### src/rtl/fetch_pkg.sv
// Shared constants and the IF/ID payload type for the fetch stage and decode.
package fetch_pkg;

  localparam int INSTR_W = 32;
  localparam int PC_W    = 64;
  localparam int OP_MSB  = 31;
  localparam int OP_LSB  = 21;

  // All-zero word decodes to all-zero control flags in maindec.
  localparam logic [INSTR_W-1:0] NOP_INSTR = 32'h0000_0000;

  typedef struct packed {
    logic [INSTR_W-1:0] instr;
    logic [PC_W-1:0]    pc;
    logic               valid;
  } ifid_t;

endpackage

### src/rtl/fetch_stage_if_id_reg.sv
// IF/ID pipeline register: flush beats stall; a flush keeps the old pc.
module if_id_reg
  import fetch_pkg::*;
(
  input  logic  clk,
  input  logic  reset,
  input  logic  i_flush,
  input  logic  i_stall,
  input  ifid_t i_d,
  output ifid_t o_q
);

  ifid_t r_q;

  always_ff @(posedge clk) begin
    if (reset) begin
      r_q.instr <= NOP_INSTR;
      r_q.pc    <= '0;
      r_q.valid <= 1'b0;
    end else if (i_flush) begin
      r_q.instr <= NOP_INSTR;
      r_q.valid <= 1'b0;
    end else if (!i_stall) begin
      r_q <= i_d;
    end
  end

  assign o_q = r_q;

endmodule

### src/rtl/fetch_stage.sv
// Instruction fetch: PC register, next-PC selection, IF/ID capture, fetch
// counter and sticky misaligned-branch-target flag.
module fetch_stage
  import fetch_pkg::*;
#(
  parameter int N       = PC_W,
  parameter int IMEM_AW = 6
) (
  input  logic               clk,
  input  logic               reset,
  input  logic               stall_F,
  input  logic               PCSrc_F,
  input  logic [N-1:0]       PCBranch_F,
  output logic [IMEM_AW-1:0] imem_addr,
  input  logic [31:0]        imem_data,
  output logic [31:0]        instr_D,
  output logic [N-1:0]       pc_D,
  output logic               valid_D,
  output logic [10:0]        Op_D,
  output logic [31:0]        fetch_count,
  output logic               misalign_err
);

  logic [N-1:0] r_pc;
  logic [31:0]  r_fetch_count;
  logic         r_misalign_err;
  ifid_t        w_ifid_d;
  ifid_t        w_ifid_q;

  // Priority: reset > branch > stall > advance.
  always_ff @(posedge clk) begin
    if (reset) begin
      r_pc           <= '0;
      r_fetch_count  <= '0;
      r_misalign_err <= 1'b0;
    end else if (PCSrc_F) begin
      r_pc <= {PCBranch_F[N-1:2], 2'b00};
      if (PCBranch_F[1:0] != 2'b00)
        r_misalign_err <= 1'b1;
    end else if (!stall_F) begin
      r_pc          <= r_pc + N'(4);
      r_fetch_count <= r_fetch_count + 32'd1;
    end
  end

  always_comb begin
    w_ifid_d       = '0;
    w_ifid_d.instr = imem_data;
    w_ifid_d.pc    = r_pc;
    w_ifid_d.valid = 1'b1;
  end

  if_id_reg u_if_id_reg (
    .clk     (clk),
    .reset   (reset),
    .i_flush (PCSrc_F),
    .i_stall (stall_F),
    .i_d     (w_ifid_d),
    .o_q     (w_ifid_q)
  );

  assign imem_addr    = r_pc[IMEM_AW+1:2];
  assign instr_D      = w_ifid_q.instr;
  assign pc_D         = w_ifid_q.pc;
  assign valid_D      = w_ifid_q.valid;
  assign Op_D         = w_ifid_q.instr[OP_MSB:OP_LSB];
  assign fetch_count  = r_fetch_count;
  assign misalign_err = r_misalign_err;

endmodule

### config.mk
export PLATFORM = sky130hd
export DESIGN_NAME = fetch_stage
export DESIGN_NICKNAME = d
export VERILOG_FILES = /design/src/rtl/fetch_pkg.sv /design/src/rtl/fetch_stage_if_id_reg.sv /design/src/rtl/fetch_stage.sv
export SDC_FILE = /design/constraint.sdc
export NUM_CORES = 1
export LEC_CHECK = 0
export ABC_AREA = 1
export BUFFER_PORTS_ARGS = -buffer_cell sky130_fd_sc_hd__buf_4
export CAP_MARGIN = 10
export CORE_ASPECT_RATIO = 1.4
export CORE_MARGIN = 4
export CORE_UTILIZATION = 40
export CTS_BUF_LIST = sky130_fd_sc_hd__clkbuf_4
export DETAILED_ROUTE_END_ITERATION = 10
export GPL_TIMING_DRIVEN = 0
export MAX_ROUTING_LAYER = met4
export PLACE_DENSITY = 0.61
export REMOVE_ABC_BUFFERS = 1
export SYNTH_ARGS = -nofsm -noshare
export SYNTH_HDL_FRONTEND = slang
export SYNTH_SLANG_ARGS = --single-unit
### constraint.sdc
create_clock -name clk -period 2.1 [get_ports clk]
set_input_delay 0.21 -clock clk [delete_from_list [all_inputs] [get_ports clk]]
set_output_delay 0.21 -clock clk [all_outputs]
set_load 0.005 [all_outputs]
Yosys cells after proc, flatten, opt, wreduce, memory -nomap -nowiden
Cells that the tools add are included.
{"block": "op_classes", "n_eq_ne": 1, "n_addsub": 2, "n_bitwise": 2, "n_reduce_logical": 4, "mux": 2}
{"cell": "two-way mux 64 bit", "n": 2}
{"cell": "adder 64 x 3 -> 64 bit, second input constant", "n": 1}
{"cell": "adder 32 x 1 -> 32 bit, second input constant", "n": 1}
{"cell": "AND reduction 2 bit", "n": 2}
{"cell": "!= test 2 x 1 -> 1 bit, second input constant", "n": 1}
{"cell": "inverter 1 bit", "n": 2}
{"cell": "nonzero test 2 bit", "n": 1}
{"cell": "OR reduction 2 bit", "n": 1}
{"block": "totals", "input_bits": 100, "ff_bits": 194, "output_inout_bits": 147, "wordCells": 18}

Longest topological paths before layout
Gate-level depths: netlist (run 1).
{"block": "depth", "ltp_word": 3, "depth_mapped": 11, "ltp_nobuf": 11}

Hierarchy
From an unflattened synthesis (run 1), not the netlist that was laid out.
{"block": "unflattened", "hier_cells": 1616, "hier_area_um2": 10099.7}
{"module": "fetch_stage", "seq_area_each_um2": 1901.8, "cells_per_inst": 1065, "n_inst": 1, "area_per_inst_um2": 6289.8}
{"module": "if_id_reg", "seq_area_each_um2": 1941.9, "cells_per_inst": 551, "n_inst": 1, "area_per_inst_um2": 3809.9}

Worst setup path before layout (run 1)
Ideal clock, no wire load.
{"block": "synth_path", "kind": "register to register", "from": "register r_pc[3]", "to": "register r_pc[54]", "period_less_slack_ps": 1550, "t_required_ps": 1991, "arrival_ps": 1442, "path_stages_with_launch": 11, "path_slack_ps": 550, "setup_time_ps": 109, "path_cell_list": "dfxtp_1 ha_1 nand2_2 nor2_8 nand2_4 nor2_8 nand2_2 o21ai_1 nand3_1 nand2_1 inv_1"}
{"block": "synth_between", "elab_chain_len": 3}
{"item": "from (decl)", "line": "fetch_stage.sv:24", "source": "logic [N-1:0] r_pc;"}
{"item": "from (signal assigned)", "line": "fetch_stage.sv:37", "source": "r_pc <= {PCBranch_F[N-1:2], 2'b00};"}
{"item": "from (signal assigned)", "line": "fetch_stage.sv:41", "source": "r_pc <= r_pc + N'(4);"}
{"item": "adder 64 x 3 -> 64 bit", "line": "fetch_stage.sv:41"}
{"item": "two-way mux 64 bit", "line": "fetch_stage.sv:40", "source": "end else if (!stall_F) begin"}
{"item": "two-way mux 64 bit", "line": "fetch_stage.sv:36", "source": "end else if (PCSrc_F) begin"}
No other way between the ends. The select of a mux whose other input is x is not followed.
A chain may end at the register's enable or synchronous reset.

Worst setup path in the final report (run 1)
{"block": "layout_path", "from": "register r_pc[17]", "to": "register r_pc[39]"}
Same word-level chain as after synthesis.

==> run summary, run 1 <==
Sequential share of power: 54.2%. The worst min-delay path class is in2reg. The tools report the critical path startpoint category as a flip-flop. The effective utilization at floorplan is 40.5%.

For this design, the sink count on the clock tree is 190. After technology mapping, the gate count stands at 1559. The relative slew slack was 45.5%. The first detailed-routing pass took 6 iterations. The clock network burns 30.7% of the power. The complex-gate fraction of the synthesized area is 11.0%.

Counting instances in the post-synthesis netlist gives the leading cell types as nand2_1 (412), nor2_1 (299), dfxtp_1 (190). The quantity of I/O buffers inserted on ports works out to 244. The area inside the core boundary came out at 24600 um^2. Net switching is 28.7% of the power. Across the routed clock network, the largest skew measured is 34.7 ps. No sink is reached through more buffers than the 2 on the longest clock path. The tools report the core utilization of the finished layout as 53.8%. The number of top-level pins is 247. The iteration-0 DRC count of the detailed router was 549; the count of fill cells added during filler insertion was 2465. At the worst endpoint, the arrival time is 2490 ps. After detailed routing, the average wire length per cell comes to 15.2 um.

Master cell of the clock root buffer: clkbuf_4. Summing all flip-flop and latch instances after layout gives 3810 um^2. The run gives 0 as the reported max-cap violation count. The area share of fa/ha/maj cells after synthesis works out to 0.251%. Yosys attributes the largest share of cell area to dfxtp_1 (38%), nand2_1 (16%), nor2_1 (11%). For the number of standard cells in the layout, taps in and fillers out, the log shows 2179. The total wirelength of the detailed-routed design is 33.1 mm.

TritonCTS built the clock tree. In the final design database the tool counted 1952 nets. The number of hold-slack violations in the final timing report is 0, and the synthesized-area fraction occupied by xor and xnor cells is 0.176%. The final period demand of the worst path is 1920 ps, and the insertion delay to the later sink of the worst-skew pair is 620 ps. After Yosys synthesis, and, or, nand and nor cells account for 39.4% of the synthesized area.

The number of global-route vias before repair was 10386; the count of nets left with antenna violations after detail routing was 0. Entering global routing, the biggest net connects 86 pins. In this run the register-to-register setup slack is 180 ps.

The number of remaining DRC errors is 0, and the post-detailed-route via-to-cell ratio is 4.93. The total number of placement rows came out at 68. Global routing used 24.5% of the available tracks.

Static timing analysis puts the maximum clock frequency at 0.521 GHz. Among all flip-flop cells after synthesis, the most frequent one is dfxtp_1. Of the synthesized area, sequential elements account for 38.2%. VDD sags by at most 0.000408 V. The dominant combinational cell family by area after synthesis was simple AND/OR/NAND/NOR gates.

Along the worst hold path, the cell count comes to 3. The transition time at the pin with the least slew margin is 817 ps, and the power per cell area is 548 nW/um^2. The capture instance of the worst register-to-register path was r_pc[39].

Of the cells placed in the final design, the portion with a size suffix greater than 1 is 17.7%. The critical path is of the reg2reg type. Of all nets on the critical path, the largest fanout is 5.

The number of synthesized register bits works out to 190. After layout, the worst setup slack is 179 ps. At the worst endpoint, the required time is 2660 ps. Number of enable flip-flop cells after synthesis: 0. Summed over its instances, the top area cell type makes up 38.2% of the synthesized netlist area.

The run gives 2044 as the total placed cells including tap cells. The multi-input logic area was 5090 um^2; the half-perimeter wire length after placement was 24.1 mm. Each instance of the synthesized netlist takes up on average 6.39 um^2. Counting cells, the worst reg-to-reg path comes to 10. For this block, the via count after detailed routing is 10741.

The flow ran to the end, and the final reports show no timing, DRC or antenna violations. After clock tree synthesis, the clock-pin slew on the worst setup and hold paths is 150 ps. The design internal power came out at 5.17 mW.

The count of final setup violators was 0. The proportion of synthesized flip-flops having asynchronous set or reset came out at 0%. Setup repair after global routing left no endpoint under its margin. The startpoint identified for the worst hold timing path is stall_F. Yosys synthesis warning count: 0. Vertical die dimension: 195 um. Combinational logic is responsible for 15.1% of the overall power.

The startpoint of the most critical register-to-register path is r_pc[17]. The total overflow left after global routing is 0. The worst hold path terminates at u_if_id_reg.o_q[73].

The number of max-slew violations in the final report was 0. The count of unique library cells instantiated by Yosys was 41. In this run the power spent charging and discharging nets is 2.08 mW.

Routability-driven placement finished with a final weighted congestion of 0.921. The mapped netlist covers 9950 um^2. The global-route wire length before repair is 53.0 mm.

From left edge to right edge, the die measures 141 um. After synthesis, the share of cell area in mux cells is 0%. The die covers 27500 um^2.

The TritonCTS buffer count is 17. The area added between synthesis and finish came out at 33.0%. STA classifies the critical path endpoint as a flip-flop.

After layout, the worst path uses 91.5% of the clock period. For the pre-CTS setup slack, the log shows -1970 ps. The run gives 1 as the initial antenna violation count. The analysis attributes to cell leakage a power of 6.19 nW. The H-tree was split into 4 levels. The cell taking the most area after synthesis was dfxtp_1. Total power for the finished layout comes to 7.26 mW. Among all cell types in the netlist, the one instantiated most often is nand2_1.
==> layout by cell type, fill, tap and decap left out, types with 3 or more instances in the layout <==
cell type | Yosys | final
nand2_1 | 412 | 411
nor2_1 | 299 | 298
buf_4 | 20 | 244
dfxtp_1 | 190 | 188
inv_1 | 172 | 170
o21ai_0 | 102 | 102
dlygate4sd3_1 | 0 | 102
nand3_1 | 88 | 88
a21oi_1 | 57 | 57
nand4_1 | 22 | 22
nand3b_1 | 20 | 20
o21ai_1 | 18 | 18
nor3_1 | 17 | 17
clkbuf_4 | 0 | 17
nor2_4 | 12 | 12
nand2_2 | 13 | 12
o211ai_1 | 8 | 8
a31oi_1 | 7 | 7
nand2_4 | 5 | 6
a22o_1 | 6 | 6
inv_6 | 0 | 5
nor2_2 | 3 | 4
clkinv_1 | 3 | 4
o21a_1 | 4 | 4
nor2_8 | 3 | 3
nand3_2 | 3 | 3
clkinvlp_4 | 0 | 3
bufinv_16 | 0 | 3
==> how the worst max path moves through the flow <==
stage          startpoint              end  slack (ps)  depth (start not counted)
2_1_floorplan     stall_F  fetch_count[28]        -240                          8
3_5_place_dp      PCSrc_F         r_pc[33]       -1970                          8
4_1_cts           r_pc[3]         r_pc[34]          60                         10
6_report         r_pc[17]         r_pc[39]         180                         10
5_1_grt           PCSrc_F  fetch_count[28]          30                         10
3_3_place_gp        reset   fetch_count[0]       -2110                          4
==> state kept, by name, indices dropped and copies added, names as in the netlist <==
signal / cells
fetch_count: 32
misalign_err: 1
r_pc: 62
u_if_id_reg.o_q: 95
==> cells by family after synthesis <==
kind of cell / count (synthesis)
fa+ha+maj: 2
xor+xnor: 2
other cells: 1
flops: 190
simple gates: 903
buf+inv: 256
compound gates: 205
==> power groups by stage <==
stage | registers (mW) | clock network (mW) | logic, mW
6_report | 3.93 | 2.23 | 1.10
5_1_grt | 3.96 | 2.42 | 1.22
4_1_cts | 3.93 | 2.30 | 1.10
3_5_place_dp | 4.01 | 0 | 0.947
3_3_place_gp | 4.00 | 0 | 0.928
2_1_floorplan | 3.97 | 0 | 0.419
==> metrics by stage <==
stage	hold slack [ps]	setup TNS, ps	cell area, um^2
floorplan	279	-8650	9540
global placement	440	-277780	11800
detailed placement	445	-79870	11900
CTS	0.225	0	13200
global route	20.9	0	13200
finish	48.0	0	13200
==> per-layer routing <==
metal	share of wire (%)	vias to the layer above	wire (um)	global-route usage, %
met4	2.5	0	827	7.58
li1	-	5479	-	-
met1	40	4941	13200	27.2
met2	53	266	17400	44.1
met3	5.0	55	1650	4.41
met5	0	-	0	-
==> critical path: stages (launching register included) <==
cell	delay, ps
dfxtp_1	510
nand2_1	140
nor2_1	240
nand2_1	130
inv_1	130
nand2_1	70
nor2_1	320
nand3_1	140
nand3b_1	110
nand2_1	50
inv_1	50
==> area by class of cell <==
cell class	count	share of cell area, %
antenna	1	0.0189
clock buffer	17	0.964
clock inverter	15	1.39
inverter	177	5.15
multi-input combinational	1114	38.5
sequential	190	28.8
tap	315	2.98
timing repair buffer	350	22.3
==> what timing repair did <==
item | CTS | global route
endpoints found under the setup margin | 53 | 7
cloned | 0 | 0
hold endpoints to repair | 93 | 0
resized for setup | 6 | 6
setup buffers | 0 | 0
hold buffers | 102 | 0
No activity file was read; power rests on OpenSTA's default activity.
==> run 2, diff against run 1 <==
--- a/config.mk
+++ b/config.mk
@@ -14,6 +14,7 @@
 export CTS_BUF_LIST = sky130_fd_sc_hd__clkbuf_4
 export DETAILED_ROUTE_END_ITERATION = 10
 export GPL_TIMING_DRIVEN = 0
+export HOLD_SLACK_MARGIN = 0.12
 export MAX_ROUTING_LAYER = met4
 export PLACE_DENSITY = 0.61
 export REMOVE_ABC_BUFFERS = 1
==> run 2 against run 1 <==
  * Via count rose by 1.6%
  * Clock skew increased by 0.65 ps
  * Cell count increased by 1.5%
  * Design area up 2.4%
  * Routed wire length is 2.3% higher
  * First-iteration DRC count is 1.8% higher
  * Global-route usage rose by 0.50 points
  * Register-to-register slack got worse by 20 ps
  * Setup slack lost 150 ps
  * Power rose by 0.68%
  * Critical path type is now in2reg
  * Largest cell class unchanged
==> run summary, run 2 (synthesized netlist as in run 1, its figures left out) <==
The flow ran to the end, and the final reports show no timing, DRC or antenna violations. The average detailed-routed wire length per instance came out at 15.3 um (was 15.2 um). Worst min-delay path class: in2reg (unchanged). The area of placed instances was 11900 um^2 (unchanged); the number of buffer and inverter stages on the critical path was 4 (was 2).

The area added between synthesis and finish came out at 36.2% (was 33.0%). The kind of cell adding the most delay to the critical path was buffers and inverters (was simple AND/OR/NAND/NOR gates). For the total number of placement rows, the log shows 68 (unchanged). Sequence of cells on the critical path: dlygate4sd3_1 > buf_4 > nor2_1 > clkinvlp_4 > a21oi_1 > dlygate4sd3_1 (was nand2_1 > nor2_1 > nand2_1 > inv_1 > nand2_1 > nor2_1 > nand3_1 > nand3b_1 > nand2_1 > inv_1). The power per cell area is 539 nW/um^2 (was 548 nW/um^2). The logs give 5 (was 6) for the number of search-and-repair iterations in the first detailed-routing pass and 30.5 ps (was 179 ps) for the worst setup slack after layout.

Fraction of final layout cells sized beyond drive strength 1: 17.4% (was 17.7%). The flip-flop count of the largest register, all copies and words added works out to 95 (unchanged). Setup repair after global routing could not meet its margin everywhere. Cell type of the slowest stage on the worst timing path: dlygate4sd3_1 (was dfxtp_1). Post-detailed-route via-to-cell ratio: 4.94 (was 4.93).

The run gives 1 (unchanged) as the initial antenna violation count. The data required time at the worst endpoint was 2660 ps (about the same). For the count of final setup violators, the log shows 0 (unchanged).

For the number of remaining DRC errors, the log shows 0 (unchanged). The period utilization works out to 98.5% (was 91.5%). The arrival time at the worst endpoint came out at 2630 ps (was 2490 ps). The peak per-stage delay on the critical path was 600 ps (was 510 ps); the count of fill cells added during filler insertion was 2409 (was 2465). The transition time at the pin with the least slew margin came out at 1110 ps (was 817 ps).

TritonCTS built the clock tree. The setup slack of the worst register-to-register path came out at 160 ps (was 180 ps). The logs give 0 (unchanged) for the total congestion overflow after global routing and 6.39 nW (was 6.19 nW) for the cell leakage power.

The total wirelength of the detailed-routed design came out at 33.9 mm (was 33.1 mm). The number of top-level pins is 247 (unchanged). The vertical die dimension was 195 um (unchanged).

The peak fanout along the critical path was 33 (was 5); the number of global-route vias before repair was 10590 (was 10386). The tools report the critical path startpoint category as an input port (was a flip-flop). The effective utilization at floorplan was 40.5% (unchanged); the number of max-slew violations in the final report was 0 (unchanged). The tools report the category of the worst setup path capture point as a flip-flop (unchanged).

Master cell of the clock root buffer: clkbuf_4 (unchanged). The number of hold-slack violations in the final timing report was 0 (unchanged); the reported max-cap violation count was 0 (unchanged). The quantity of I/O buffers inserted on ports was 244 (unchanged); the half-perimeter wire length after placement was 24.1 mm (unchanged). The horizontal die dimension came out at 141 um (unchanged). The area inside the core boundary was 24600 um^2 (unchanged). The most frequent cell on the critical path is dlygate4sd3_1 (was nand2_1).

Maximum number of pins on one net before global-route repair: 86 (unchanged). The total vias in the final route was 10917 (was 10741). The run gives 0.921 (unchanged) as the final RePlAce weighted congestion.

The run gives 0.000474 V (was 0.000408 V) as the largest voltage drop on the vdd net. The type of the setup path with the least slack was in2reg (was reg2reg). The global router's overall resource usage came out at 25.0% (was 24.5%).

Most common library cell in the layout ignoring fill and taps: nand2_1 (unchanged). The overall die area is 27500 um^2 (unchanged). Commonest cells after routing, fill and taps aside: nand2_1 (411), nor2_1 (298), buf_4 (244) (unchanged). The run gives 1984 (was 1952) as the number of nets in the final layout.

The global-route wire length before repair is 54.0 mm (was 53.0 mm). The tools report the area of all placed cells without fillers as 13600 um^2 (was 13200 um^2). For the clock net sink count, the log shows 190 (unchanged).

The number of setup buffers added after CTS is 0 (unchanged). The pre-CTS setup slack was -1970 ps (unchanged); the insertion delay to the later sink of the worst-skew pair was 630 ps (was 620 ps). The clock-pin slew on the worst setup and hold paths came out at 170 ps (was 150 ps). Peak clock frequency supported by timing: 0.483 GHz (was 0.521 GHz). The tools report the count of nets left with antenna violations after detail routing as 0 (unchanged).

The relative slew slack is 25.5% (was 45.5%), and the maximum level of the CTS H-tree is 4 (unchanged). Final period demand of the worst path: 2070 ps (was 1920 ps). The TritonCTS buffer count is 17 (unchanged), and the iteration-0 DRC count of the detailed router is 559 (was 549).

The logs give 35.4 ps (was 34.7 ps) for the clock tree skew after final layout and 2 (unchanged) for the maximum root-to-sink buffer count.
==> run 2: path summary, 6_finish.rpt <==
check / from / endpoint / cells after the start
setup / recovery: reset / u_if_id_reg.o_q[73] / 6
hold / removal: stall_F / r_pc[8] / 5
setup reg to reg: r_pc[4] / r_pc[13] / 7
hold reg to reg: u_if_id_reg.o_q[0] / u_if_id_reg.o_q[0] / 2
==> run 2: tightest hold or removal path: cells and delay by family <==
family / cells / cell delay, ps
AOI/OAI and AO/OA: 1 / 230
buffers and inverters: 2 / 270
and+or+nand+nor: 2 / 120
==> run 2: metrics by stage <==
| step | std cells | power (mW) | setup TNS [ps] | utilization [%] | hold slack (ps) |
|---|---|---|---|---|---|
| after floorplan | 1481 | 4.39 | -8650 | - | 279 |
| after global placement | 2040 | 4.93 | -277780 | 47.8 | 440 |
| after detailed placement | 2044 | 4.96 | -79870 | 48.3 | 445 |
| after CTS | 2210 | 7.37 | 0 | 55.1 | 206 |
| after global routing | 2211 | 7.63 | -545 | 55.1 | 277 |
| final | 2211 | 7.31 | 0 | 55.1 | 259 |
==> run 2: per-layer routing <==
layer | GRT usage (%) | vias up | part of all wire (%)
met5 | - | - | 0
met1 | 27.6 | 5027 | 39
met2 | 45.3 | 294 | 53
li1 | - | 5545 | -
met3 | 4.48 | 51 | 5.5
met4 | 7.54 | 0 | 2.5
==> run 2: power breakdown <==
| group | internal [mW] | switching, mW |
|---|---|---|
| registers | 3.78 | 0.159 |
| clock network | 0.846 | 1.39 |
| logic | 0.580 | 0.555 |
| total | 5.20 | 2.11 |
==> run 2: final cells by class <==
type | count | area [um^2] | area share, %
Clock buffer | 17 | 128 | 0.941
Multi-Input combinational cell | 1114 | 5090 | 37.6
Inverter | 177 | 679 | 5.01
Timing Repair Buffer | 382 | 3270 | 24.1
Clock inverter | 15 | 184 | 1.36
Sequential cell | 190 | 3810 | 28.1
Tap cell | 315 | 394 | 2.91
Antenna cell | 1 | 2.50 | 0.0185
==> run 2: timing repair <==
action / CTS / global route
endpoints found under the hold margin: 112 / 0
endpoints found under the setup margin: 53 / 41
hold buffers: 134 / 0
resized for setup: 6 / 6
